===== src/rtl/seq_det_arbiter.sv =====
// seq_det_arbiter
// Arbitrates two word producers onto a single shared serial pattern detector.
// A granted word is loaded, the detector is cleared for one cycle, the word is
// shifted in MSB first, the sticky match flag is captured one cycle after the
// last bit, and the result is returned tagged with the requester id.
//
// Build option:
//   SEQ_ARB_RR_EN  defined   -> round-robin on contention (alternate winners)
//                  undefined -> fixed priority, requester 0 always wins
//
// State | meaning
// ------+-----------------------------------------------------------------
// IDLE  | waiting for a request; ready offered to the selected requester
// CLR   | detector held in reset for one cycle, bit counter reloaded
// SHIFT | one word bit per cycle onto det_w, MSB first
// FLUSH | det_w idle; det_z now reflects the final bit and is captured
// RESP  | result presented until the consumer takes it

module seq_det_arbiter #(
    parameter int WIDTH = 8
) (
    input  logic             Clk,
    input  logic             Rst,
    input  logic             req0_valid,
    input  logic [WIDTH-1:0] req0_data,
    output logic             req0_ready,
    input  logic             req1_valid,
    input  logic [WIDTH-1:0] req1_data,
    output logic             req1_ready,
    output logic             det_rst,
    output logic             det_w,
    input  logic             det_z,
    output logic             rsp_valid,
    output logic             rsp_id,
    output logic             rsp_match,
    input  logic             rsp_ready
);

    localparam int CNT_W = $clog2(WIDTH);
    localparam logic [CNT_W-1:0] CNT_LAST = CNT_W'(WIDTH - 1);

    typedef enum logic [2:0] {
        S_IDLE,
        S_CLR,
        S_SHIFT,
        S_FLUSH,
        S_RESP
    } state_t;

    state_t           state;
    logic [WIDTH-1:0] shreg;
    logic [CNT_W-1:0] cnt;
    logic             grant0;
    logic             grant1;
    logic             idle_open;
    logic             accept;

`ifdef SEQ_ARB_RR_EN
    logic             last_grant;
`endif

    // Requester selection; ready is only offered in IDLE and never during reset
    always_comb begin
        grant1 = 1'b0;
`ifdef SEQ_ARB_RR_EN
        // On contention the requester that did not win last time goes next
        grant1 = req1_valid && (!req0_valid || !last_grant);
`else
        grant1 = req1_valid && !req0_valid;
`endif
        grant0     = req0_valid && !grant1;
        idle_open  = (state == S_IDLE) && !Rst;
        req0_ready = idle_open && grant0;
        req1_ready = idle_open && grant1;
        accept     = idle_open && (grant0 || grant1);
    end

    // Detector drive: reset follows the block reset as well as the CLR state
    always_comb begin
        det_rst = Rst || (state == S_CLR);
        det_w   = (state == S_SHIFT) && shreg[WIDTH-1];
    end

    // Sequencer FSM with registered response outputs
    always_ff @(posedge Clk or posedge Rst) begin
        if (Rst) begin
            state     <= S_IDLE;
            shreg     <= '0;
            cnt       <= '0;
            rsp_valid <= 1'b0;
            rsp_id    <= 1'b0;
            rsp_match <= 1'b0;
`ifdef SEQ_ARB_RR_EN
            // Makes requester 0 the winner of the first contention
            last_grant <= 1'b1;
`endif
        end else begin
            case (state)
                S_IDLE: begin
                    if (accept) begin
                        shreg  <= grant1 ? req1_data : req0_data;
                        rsp_id <= grant1;
`ifdef SEQ_ARB_RR_EN
                        last_grant <= grant1;
`endif
                        state  <= S_CLR;
                    end
                end
                S_CLR: begin
                    cnt   <= '0;
                    state <= S_SHIFT;
                end
                S_SHIFT: begin
                    shreg <= {shreg[WIDTH-2:0], 1'b0};
                    // Counter parks on the last index instead of wrapping
                    if (cnt == CNT_LAST) begin
                        state <= S_FLUSH;
                    end else begin
                        cnt <= cnt + CNT_W'(1);
                    end
                end
                S_FLUSH: begin
                    rsp_match <= det_z;
                    rsp_valid <= 1'b1;
                    state     <= S_RESP;
                end
                S_RESP: begin
                    if (rsp_ready) begin
                        rsp_valid <= 1'b0;
                        state     <= S_IDLE;
                    end
                end
                default: begin
                    state <= S_IDLE;
                end
            endcase
        end
    end

endmodule


===== config.mk =====
export PLATFORM = sky130hd
export DESIGN_NAME = seq_det_arbiter
export DESIGN_NICKNAME = d
export VERILOG_FILES = /design/src/rtl/seq_det_arbiter.sv
export SDC_FILE = /design/constraint.sdc
export NUM_CORES = 1
export LEC_CHECK = 0
export ABC_AREA = 1
export CAP_MARGIN = 20
export CORE_ASPECT_RATIO = 0.9
export CORE_MARGIN = 5
export CORE_UTILIZATION = 30
export DETAILED_ROUTE_END_ITERATION = 10
export GPL_ROUTABILITY_DRIVEN = 0
export SLEW_MARGIN = 10
export SYNTH_ARGS = -nofsm -noshare
export SYNTH_HDL_FRONTEND = slang
export SYNTH_SLANG_ARGS = --single-unit

===== constraint.sdc =====
create_clock -name Clk -period 3.8 [get_ports Clk]
set_clock_uncertainty 0.05 [all_clocks]
set_input_delay 0.95 -clock Clk [delete_from_list [all_inputs] [get_ports Clk]]
set_output_delay 0.95 -clock Clk [all_outputs]
set_load 0.1 [all_outputs]

==> impl_metrics.tcl, run 1 <==
set metrics [dict create \
    cp-startpoint "req1_valid" \
    crit_path_end_kind "output pin" \
    critPathRequiredTime_ps 2800 \
    regToRegSetupSlack_ps 2310 \
    leakage_nw 0.795 \
    rsz0062_at_grt "false" \
    critPathLaunchType "primary input" \
    fp.coreArea_mm2 0.00340 \
    crit_slowest_cell "clkdlybuf4s50_1" \
    cts-root-buf "clkbuf_8" \
    syn_nets 174 \
    mostFrequentLayoutCells "nand2_1 (52), nand3_1 (29), inv_1 (24), clkdlybuf4s50_1 (24), dfrtp_1 (17)" \
    synth_compound_area_frac 0.0318 \
    post-cts-setup-buffer-count 0 \
    fin_util 0.426 \
    maxSlewViolCount 0 \
    ys_seq_area_frac 0.400 \
    ys_seq_elements 17 \
    synth.cell_area_mm2 0.00106 \
    synth-simple-area-share 0.413 \
    yosysTopAreaCellShare 0.400 \
    final_common_cell "nand2_1" \
    drt_iter0_drc 49 \
    endpoint "req1_ready" \
    h-tree-depth 1 \
    netlist_instances 150 \
    wl_per_cell_um 11.3 \
    muxShareOfSynthArea 0 \
    setup-violations-final 0 \
    p_total_mw 1.08 \
    die_x_um 72.8 \
    initial_core_util 0.313 \
    r2r_cells 7 \
    numPortBuffers 28 \
    syn_area_per_cell_um2 7.09 \
    numClockSinks 17 \
    grt_use_total 0.106 \
    final_nets 205 \
    grt_pass1_wl_um 4010 \
    hp-class "reg2reg" \
    io_pins 29 \
    synth_warnings 0 \
    period_share 0.863 \
    ant_nets 0 \
    diodes 0 \
    antenna_found_initial 0 \
    path_class "in2out" \
    arrival_ps 2280 \
    wl_um 2540 \
    rr_endpoint "state[0]" \
    dr.pass1.iters 4 \
    placementRows 20 \
    synth_top_family_by_area "simple AND/OR/NAND/NOR gates" \
    synth_fa_ha_area_frac 0.0235 \
    path_max_fanout 10 \
    design.die.area_mm2 0.00484 \
    cts_tree "yes" \
    worstPathCellList "clkdlybuf4s50_1 > nand2_2 > nor2_1 > buf_12" \
    synth_top_cell_by_area "dfrtp_1" \
    worst_pin_slew_ps 968 \
    clockBufferDepth 2 \
    die_h_um 66.5 \
    r2r-start "cnt[0]" \
    fmax_mhz 305 \
    grt_start_max_net_pins 20 \
    grt_pass1_vias 943 \
    finalHoldViolCount 0 \
    hold_buffers 0 \
    synth_xor_area_frac 0 \
    clock_latency_ps 250 \
    num_vias 1026 \
    overflow 0 \
    period_minus_slack_ps 3280 \
    drc 0 \
    cts.reportedPaths.clkPinSlew_ps 70 \
    cts_buffers 3 \
    dp.final_hpwl_um 2070 \
    max-cap-violations 0 \
    cts.repair.resized 0 \
    viasPerCell 4.58 \
    syn_to_final_growth_pct 36.4 \
    synth_area_leaders "dfrtp_1 (40%), nand2_1 (18%), nand3_1 (14%), inv_1 (8.5%), ha_1 (2.4%)" \
    p_per_area_mw_per_mm2 745 \
    drive_gt1_frac 0.111 \
    relSlewSlack 0.353 \
    synthDistinctLibCells 20 \
    vdd_drop_max_mv 0.363 \
    outcome "completed" \
    setup_tns_ps 0 \
    slowest_delay_ps 660 \
]
-- report_power, final --
part	leakage (nW)	total (mW)	internal (mW)	switching [mW]
clock	0.0255	0.134	0.0727	0.0610
sequential	0.213	0.330	0.265	0.0649
combinational	0.556	0.617	0.194	0.423
total	0.795	1.08	0.532	0.549
-- worst max-delay path, delay by kind of cell --
family                 cells  cell delay (ps)
AND/OR/NAND/NOR            2              450
buffers and inverters      2              870
-- stage by stage --
stage / cell area (um2) / hold WS (ps) / std cells / setup slack, ps
2_1_floorplan: 1060 / 416 / 150 / 16.7
3_3_place_gp: 1400 / 406 / 220 / 586
3_5_place_dp: 1400 / 416 / 220 / 518
4_1_cts: 1450 / 432 / 224 / 513
5_1_grt: 1450 / 449 / 224 / 438
6_report: 1450 / 421 / 224 / 520
-- cells in the mapped netlist --
library cell	number
a21oi_1	1
buf_4	2
buf_6	2
dfrtp_1	17
ha_1	2
inv_1	24
inv_2	1
inv_6	1
nand2_1	52
nand2_2	2
nand2_4	1
nand3_1	29
nand3_2	1
nand3b_1	1
nand3b_2	1
nand4_2	1
nor2_1	6
nor2_4	1
o21ai_0	4
o21ai_2	1
-- logic make-up (layout without fill, tap and decap cells) --
kind of cell	count (synthesis)	after routing
buffers and inverters	30	60
adders and majority gates	2	2
and+or+nand+nor	95	95
DFF	17	17
AOI/OAI and AO/OA	6	6
-- state kept, by name (all words and copies together), names as in the netlist --
name / flops
cnt: 3
rsp_id: 1
rsp_match: 1
rsp_valid: 1
shreg: 8
state: 3
-- how the worst min path moves through the flow --
stage	from	to	slack, ps	depth (start not counted)
floorplan	cnt[0]	cnt[0]	420	1
global placement	rsp_valid	rsp_valid	410	2
detailed placement	rsp_valid	rsp_valid	420	2
CTS	rsp_valid	rsp_valid	430	2
global route	rsp_valid	rsp_valid	450	2
finish	rsp_valid	rsp_valid	420	2
-- per-layer routing --
layer / global-route usage / part of all wire
met5: 0 / 0
met4: 0.0346 / 0.0094
met3: 0.0241 / 0.050
met2: 0.177 / 0.48
met1: 0.134 / 0.46
-- cell type report --
| class | instances | area [um2] |
|---|---|---|
| multi-input cells | 103 | 498 |
| clock buffers | 3 | 41.3 |
| repair buffers | 30 | 323 |
| clock inverters | 1 | 5.00 |
| inverters | 26 | 103 |
| flip-flops and latches | 17 | 425 |
| fillers | 371 | 1950 |
| well taps | 44 | 55.1 |
Note: power is estimated with default switching activity, not from simulation.
==> run 2, diff against run 1 <==
DONT_BUFFER_PORTS = 1   (was default)
==> run 2 against run 1 <==
Routed wire length fell by 16%. Combinational power shrank 27%. Via count fell by 14%. Clock-buffer cell count increased by 1. Hold slack worse by 13 ps. Die area is the same. First-iteration DRC count rose by 65%. Fmax up 15%. Largest cell class unchanged. Highest routed layer unchanged.
==> impl_metrics.tcl, run 2 (same netlist as run 1, synthesis figures left out) <==
set metrics [dict create \
    critPathTopFamily "buffers and inverters" \
    period_share 0.751 \
    die_x_um 72.8 \
    intPower_mw 0.477 \
    final_common_cell "nand2_1" \
    p_sw_frac 0.522 \
    max-cap-violations 0 \
    clockBufferDepth 2 \
    arrival_ps 1860 \
    drive_gt1_frac 0.135 \
    crit_path_end_kind "output pin" \
    drt_iter0_drc 81 \
    p_seq_frac 0.421 \
    rsz0062_at_grt "false" \
    cts.reportedPaths.clkPinSlew_ps 60 \
    finalHoldViolCount 0 \
    path_max_fanout 11 \
    path_class "in2out" \
    relSlewSlack 0.400 \
    cts.repair.resized 0 \
    num_vias 882 \
    hp-class "in2async" \
    outcome "completed" \
    grt_pass1_vias 771 \
    placementRows 20 \
    vdd_drop_max_mv 0.226 \
    syn_to_final_growth_pct 10.1 \
    numPortBuffers 0 \
    dpl_worst_slack_ps 924 \
    holdWs_ps 408 \
    diodes 0 \
    initial_core_util 0.313 \
    period_minus_slack_ps 2860 \
    grt_pass1_wl_um 3480 \
    pwr-share-comb 0.451 \
    wl_um 2140 \
    cts_tree "yes" \
    regMostFlops "shreg" \
    critPathRequiredTime_ps 2800 \
    fp.coreArea_mm2 0.00340 \
    switchingPower_mw 0.521 \
    dp.final_hpwl_um 1650 \
    worst_pin_slew_ps 900 \
    final_cells 199 \
    slowest_delay_ps 290 \
    largest_reg_flops 8 \
    dp_cells 195 \
    io_pins 29 \
    rr_endpoint "shreg[5]" \
    grt_start_max_net_pins 20 \
    critPathLaunchType "primary input" \
    clock_latency_ps 240 \
    maxSlewViolCount 0 \
    hold_buffers 0 \
    setup-violations-final 0 \
    r2r-start "state[0]" \
    p_total_mw 0.999 \
    cp_num_buf_inv 2 \
    leakage_nw 0.682 \
    p_per_area_mw_per_mm2 853 \
    design.die.area_mm2 0.00484 \
    viasPerCell 4.43 \
    post-cts-setup-buffer-count 0 \
    ant_nets 0 \
    regToRegSetupSlack_ps 2320 \
    setup_ws_ps 945 \
    crit_slowest_cell "buf_4" \
    die_h_um 66.5 \
    drc 0 \
    setup_tns_ps 0 \
    wl_per_cell_um 10.8 \
    overflow 0 \
    final_nets 180 \
    fmax_mhz 350 \
    p_clk_frac 0.128 \
    worstPathCellList "inv_1 > nand2_2 > nor2_2 > buf_4" \
    r2r_cells 5 \
    numClockSinks 17 \
    dr.pass1.iters 4 \
    reg_top3 "shreg (8), cnt (3), state (3)" \
    cts_buffers 3 \
    mostFrequentLayoutCells "nand2_1 (52), nand3_1 (29), inv_1 (24)" \
    cts-root-buf "clkbuf_8" \
    h-tree-depth 1 \
    grt_use_total 0.0920 \
    antenna_found_initial 0 \
]
## run 2: per-layer routing
metal,global-route usage,share of wire
met5,0,0
met4,0.0415,0.014
met3,0.0196,0.050
met2,0.124,0.44
met1,0.137,0.49
## run 2: worst max path at each step
stage | cells past startpoint | end | startpoint
floorplan | 3 | req0_ready | Rst
global placement | 4 | req1_ready | req0_valid
detailed placement | 4 | req1_ready | req0_valid
CTS | 4 | req1_ready | req0_valid
global route | 4 | req1_ready | req0_valid
finish | 4 | req1_ready | req0_valid
## run 2: final cells by class
| cell class | instances | area, um2 |
|---|---|---|
| Clock buffer | 4 | 45.0 |
| Fill cell | 384 | 2230 |
| Inverter | 26 | 103 |
| Multi-Input combinational cell | 103 | 505 |
| Sequential cell | 17 | 425 |
| Tap cell | 44 | 55.1 |
| Timing Repair Buffer | 5 | 37.5 |
## run 2: per-stage QoR
| step | area, um2 | utilization |
|---|---|---|
| finish | 1170 | 0.344 |
| global route | 1170 | 0.344 |
| CTS | 1170 | 0.344 |
| detailed placement | 1130 | 0.331 |
| global placement | 1130 | 0.331 |
| floorplan | 1060 | - |
## run 2: power by group through the flow
stage	logic, mW	registers (mW)	clock network (mW)
finish	0.450	0.420	0.128
CTS	0.456	0.420	0.134
detailed placement	0.457	0.422	0
global placement	0.452	0.424	0
global route	0.510	0.434	0.144
floorplan	0.395	0.409	0
==> run 3, diff against run 2 <==
clock period = 2.5 ns   (was 3.8 ns; I/O delays follow)
==> run 3 against run 2 <==
Critical path depth did not move. Via count rose by 4.0%. Combinational power rose by 95%. Clock-buffer cell count did not move. Worst setup slack got worse by 620 ps. Routed wire length rose by 2.8%.
==> impl_metrics.tcl, run 3 (same netlist as run 1, synthesis figures left out) <==
set metrics [dict create \
    rsz0062_at_grt "false" \
    path_class "reg2out" \
    arrival_ps 1500 \
    post-cts-setup-buffer-count 0 \
    cts.repair.resized 0 \
    numPortBuffers 0 \
    worst_pin_slew_ps 345 \
    cts-root-buf "clkbuf_8" \
    ant_nets 0 \
    diodes 0 \
    grt_start_max_net_pins 20 \
    design.die.area_mm2 0.00484 \
    die_x_um 72.8 \
    clock_latency_ps 250 \
    final_nets 184 \
    fmax_mhz 459 \
    vdd_drop_max_mv 0.462 \
    mostFrequentLayoutCells "nand2_1 (52), nand3_1 (29), inv_1 (24)" \
    h-tree-depth 1 \
    critPathRequiredTime_ps 1820 \
    wl_per_cell_um 10.9 \
    num_vias 917 \
    placementRows 20 \
    wl_um 2200 \
    p_per_area_mw_per_mm2 1290 \
    setup_ws_ps 323 \
    largest_reg_flops 8 \
    hp-class "in2async" \
    period_share 0.871 \
    dp.final_hpwl_um 1730 \
    grt_use_total 0.0969 \
    reg_top3 "shreg (8), cnt (3), state (3)" \
    path_max_fanout 19 \
    io_pins 29 \
    max-cap-violations 0 \
    antenna_found_initial 0 \
    regMostFlops "shreg" \
    period_minus_slack_ps 2180 \
    place_area_mm2 0.00118 \
    clockBufferDepth 2 \
    relSlewSlack 0.769 \
    final_common_cell "nand2_1" \
    cts_tree "yes" \
    finalHoldViolCount 0 \
    syn_to_final_growth_pct 15.3 \
    leakage_nw 0.707 \
    globalRouteMet2Util 0.137 \
    drive_gt1_frac 0.157 \
    grt_pass1_vias 817 \
    critPathLaunchType "flip-flop" \
    cts.reportedPaths.clkPinSlew_ps 70 \
    fp.coreArea_mm2 0.00340 \
    overflow 0 \
    dpl_worst_slack_ps 578 \
    initial_core_util 0.313 \
    final_area_mm2 0.00123 \
    dp_cells 199 \
    maxSlewViolCount 0 \
    final_cells 203 \
    crit_path_end_kind "output pin" \
    dr.pass1.iters 4 \
    drt_iter0_drc 55 \
    met3_usage 0.0362 \
    hold_buffers 0 \
    cts_buffers 3 \
    setup-violations-final 0 \
    die_h_um 66.5 \
    met1_usage 0.133 \
    viasPerCell 4.52 \
    numClockSinks 17 \
    holdWs_ps 305 \
    outcome "completed" \
    drc 0 \
    grt_pass1_wl_um 3590 \
    busiest_layer "met2" \
]
[run 3: final timing paths]
| path | start | endpoint | slack [ps] | cells past startpoint |
|---|---|---|---|---|
| hold reg to reg | rsp_valid | rsp_valid | 420 | 2 |
| setup reg to reg | state[0] | shreg[2] | 1010 | 5 |
| min in group Clk | rsp_valid | rsp_valid | 420 | 2 |
| setup / recovery | state[0] | det_w | 320 | 4 |
| max in group asynchronous | Rst | shreg[0] | 1890 | 2 |
| hold / removal | Rst | state[1] | 300 | 2 |
[run 3: where the power goes]
part           switching, mW  total, mW  internal [mW]  leakage, nW
registers             0.0922      0.495          0.403        0.213
clock network         0.0931      0.206          0.113       0.0228
logic                  0.628      0.878          0.250        0.472
[run 3: final cells by class]
| class | count | area [um2] |
|---|---|---|
| inverter | 26 | 103 |
| sequential | 17 | 425 |
| multi-input combinational | 103 | 505 |
| timing repair buffer | 9 | 92.6 |
| tap | 44 | 55.1 |
| clock buffer | 4 | 45.0 |
| fill | 387 | 2180 |
[run 3: per-stage QoR]
step | power [mW] | utilization | setup TNS [ps]
floorplan | 1.23 | - | -438
global placement | 1.38 | 0.347 | 0
detailed placement | 1.39 | 0.347 | 0
CTS | 1.60 | 0.360 | 0
global route | 1.72 | 0.360 | 0
finish | 1.58 | 0.360 | 0
[run 3: worst max-delay path, stage by stage (launching register included)]
cell     delay (ps)
dfrtp_1         450
nor2_4          190
nand2_4         180
nor2_2          130
buf_4           290
[run 3: metal layers]
layer  vias to the layer above  part of all wire  routed length [um]
met5                         -                 0                   0
met4                         0            0.0095                  21
met3                         2             0.065                 144
met2                        17              0.46                1010
met1                       414              0.47                1030
li1                        484                 -                   -
==> RTL edit (config.mk and constraints of run 3) <==
Encoding of `state_t`: now one-hot (5 bits for 5 states).
--- a/src/rtl/seq_det_arbiter.sv
+++ b/src/rtl/seq_det_arbiter.sv
@@ -40,10 +40,10 @@
     localparam logic [CNT_W-1:0] CNT_LAST = CNT_W'(WIDTH - 1);
 
-    typedef enum logic [2:0] {
-        S_IDLE,
-        S_CLR,
-        S_SHIFT,
-        S_FLUSH,
-        S_RESP
+    typedef enum logic [4:0] {
+        S_IDLE  = 5'b00001,
+        S_CLR   = 5'b00010,
+        S_SHIFT = 5'b00100,
+        S_FLUSH = 5'b01000,
+        S_RESP  = 5'b10000
     } state_t;
 
Function: same outputs for any inputs over 10 cycles, from zero or initial values and one cycle with Rst high; not proved beyond that.
==> RTL edit against run 3 <==
  * Die area up 11%
  * Total power is 4.7% lower
  * Non-clock buffer count up 2
  * Combinational power shrank 12%
  * Core utilization increased by 0.51 points
  * Sequential cell count increased by 2
  * Routed wire length grew 12%
  * Setup slack lost 0.13 ns
  * Synthesized area is 12% higher
  * Cell area is 13% higher
  * Critical endpoint is now req0_ready
  * Largest cell class unchanged
  * Largest power group unchanged
==> RTL edit: results (changes against run 3) <==
- For this design, the slowest cell found on the critical path is dfrtp_1.
- In the post-synthesis netlist, the biggest area contributors are dfrtp_1 (38%), nand2_1 (18%), nand3_1 (8.8%), nand3_2 (7.5%), inv_1 (4.4%).
- The initial antenna violation count was 0 (unchanged).
* Nets: 196 (+6.5%)
- CTS root buffer: clkbuf_8
- The distinct cell type count of the synthesized netlist came to 23 (+15%).
* Number of H-tree levels: 1 (unchanged)
- Number of buffers added by the clock tree synthesis step: 3 (unchanged)
* Count of buffers inserted at the top-level ports: 0 (unchanged)
* Kind of launch point of the worst setup path: flip-flop
* Clock latency on the worst-skew pair: 0.26 ns
- The transition time of the tightest slew-check pin came to 0.396 ns (+0.0509 ns).
- Final Hold Violating Endpoints: 0 (unchanged)
* Proportion of synthesized flip-flops having asynchronous set or reset: 100% (unchanged)
- Status: completed
- The total wire length was 2.48 mm (+12%).
- Pleak: 0.000746 uW (+5.5%)
* Reg-to-Reg End: shreg[6]
- The maximum fanout encountered on the critical timing path came to 3 (-16).
* Depth of the worst register-to-register path: 7 (+2)
- Maximum vdd ir drop: 0.353 mV (-24%)
- Syn avg cell area: 7.48 sq um (+5.4%)
* Pre-antenna DRT Iters: 4 (unchanged)
- Critical path launch point: state[3]
* Synthesized Nets: 184 (+5.7%)
* # diodes: 0 (unchanged)
- The clock transition at the register clock pins on the worst setup and hold paths after CTS is 0.07 ns (about the same).
* Hpwl dp: 1.97 mm (+14%)
- The via count of the first global-routing pass was 991 (+21%).
- Clock Path Buffers: 2 (unchanged)
- Hold Worst Slack: 0.151 ns (-0.154 ns)
* Yosys Warn Count: 0 (unchanged)
- Pin count of the biggest net entering global routing: 19 (-5.0%)
* Share of synthesized area occupied by flip-flops and latches: 39.9% (-0.15 points)
- Top Family by Delay on Critical Path: simple AND/OR/NAND/NOR gates
- The all-layer global routing usage is 9.95% (+0.26 points).
- The number of placed instances with taps included is 213 (+7.0%).
- The first-pass GRT wire length is 4.42 mm (+23%).
- The largest registers in the layout are shreg x8, state x5, cnt x3.
* Largest incremental delay on the critical path: 0.43 ns (-0.02 ns)
- WP data arrival: 1.63 ns (+0.13 ns)
- In the synthesized netlist, the cells that appear most often are nand2_1 (58), nand3_1 (21), dfrtp_1 (18), inv_1 (14).
- The min-delay analysis places its worst path in the category primary input to async pin.
* Flop-to-flop setup slack: 0.82 ns (-0.19 ns)
* Vias post-DR: 986 (+7.5%)
* Detailed router's first-iteration violation count: 60 (+9.1%)
- Layout cells sized above 1: 23.4% (+7.7 points)
- WL/cell: 11.4 um (+5.1%)
## RTL edit: changes by cell type after synthesis, sizes merged, moves of 4 or more
cell   delta
nand2     +6
o21ai     +4
inv       -8
nor2      +5
## RTL edit: repair_timing
item | CTS | global route
setup buffers | 0 | 0
setup endpoints to repair | 0 | 1
gates resized for setup | 0 | 1
## RTL edit: area by class of cell
cell class,instances,area [sq um]
sequential,19,477
fill,389,2400
timing repair buffer,11,111
clock buffer,4,45.0
inverter,18,67.6
tap,46,57.6
multi-input combinational,119,624
## RTL edit: where the power goes
part / internal, uW / leakage [uW] / switching [uW] / total (uW)
clock: 113 / 0.0000228 / 103 / 216
combinational: 235 / 0.000481 / 538 / 772
sequential: 432 / 0.000242 / 83.8 / 516
## RTL edit: how the worst max path moves through the flow
stage / slack (ns) / end / cells past startpoint
floorplan: -0.01 / req1_ready / 3
global placement: 0.42 / req0_ready / 6
detailed placement: 0.39 / req0_ready / 6
CTS: 0.11 / req0_ready / 6
global route: 0.01 / req0_ready / 6
finish: 0.19 / req0_ready / 6
## RTL edit: kinds of logic after synthesis
family | share of synthesized area, %
DFF | 39.9
AOI/OAI and AO/OA | 4.08
adders and majority gates | 2.09
buffers and inverters | 8.58
and+or+nand+nor | 45.4
## RTL edit: metal layers
layer,wire (um),track usage (%),up-vias
met1,1240,13.4,435
li1,-,-,536
met2,1080,14.6,15
met5,0,0,-
met3,154,4.76,0
met4,0,1.75,0
## RTL edit: metrics by stage
step	cell area, sq um	total power [uW]	utilization (%)	setup slack [ns]
2_1_floorplan	1200	1150	-	-0.0139
6_report	1380	1500	36.5	0.192
3_5_place_dp	1330	1300	35.3	0.395
5_1_grt	1380	1630	36.5	0.00970
3_3_place_gp	1330	1290	35.3	0.421
4_1_cts	1380	1520	36.4	0.110
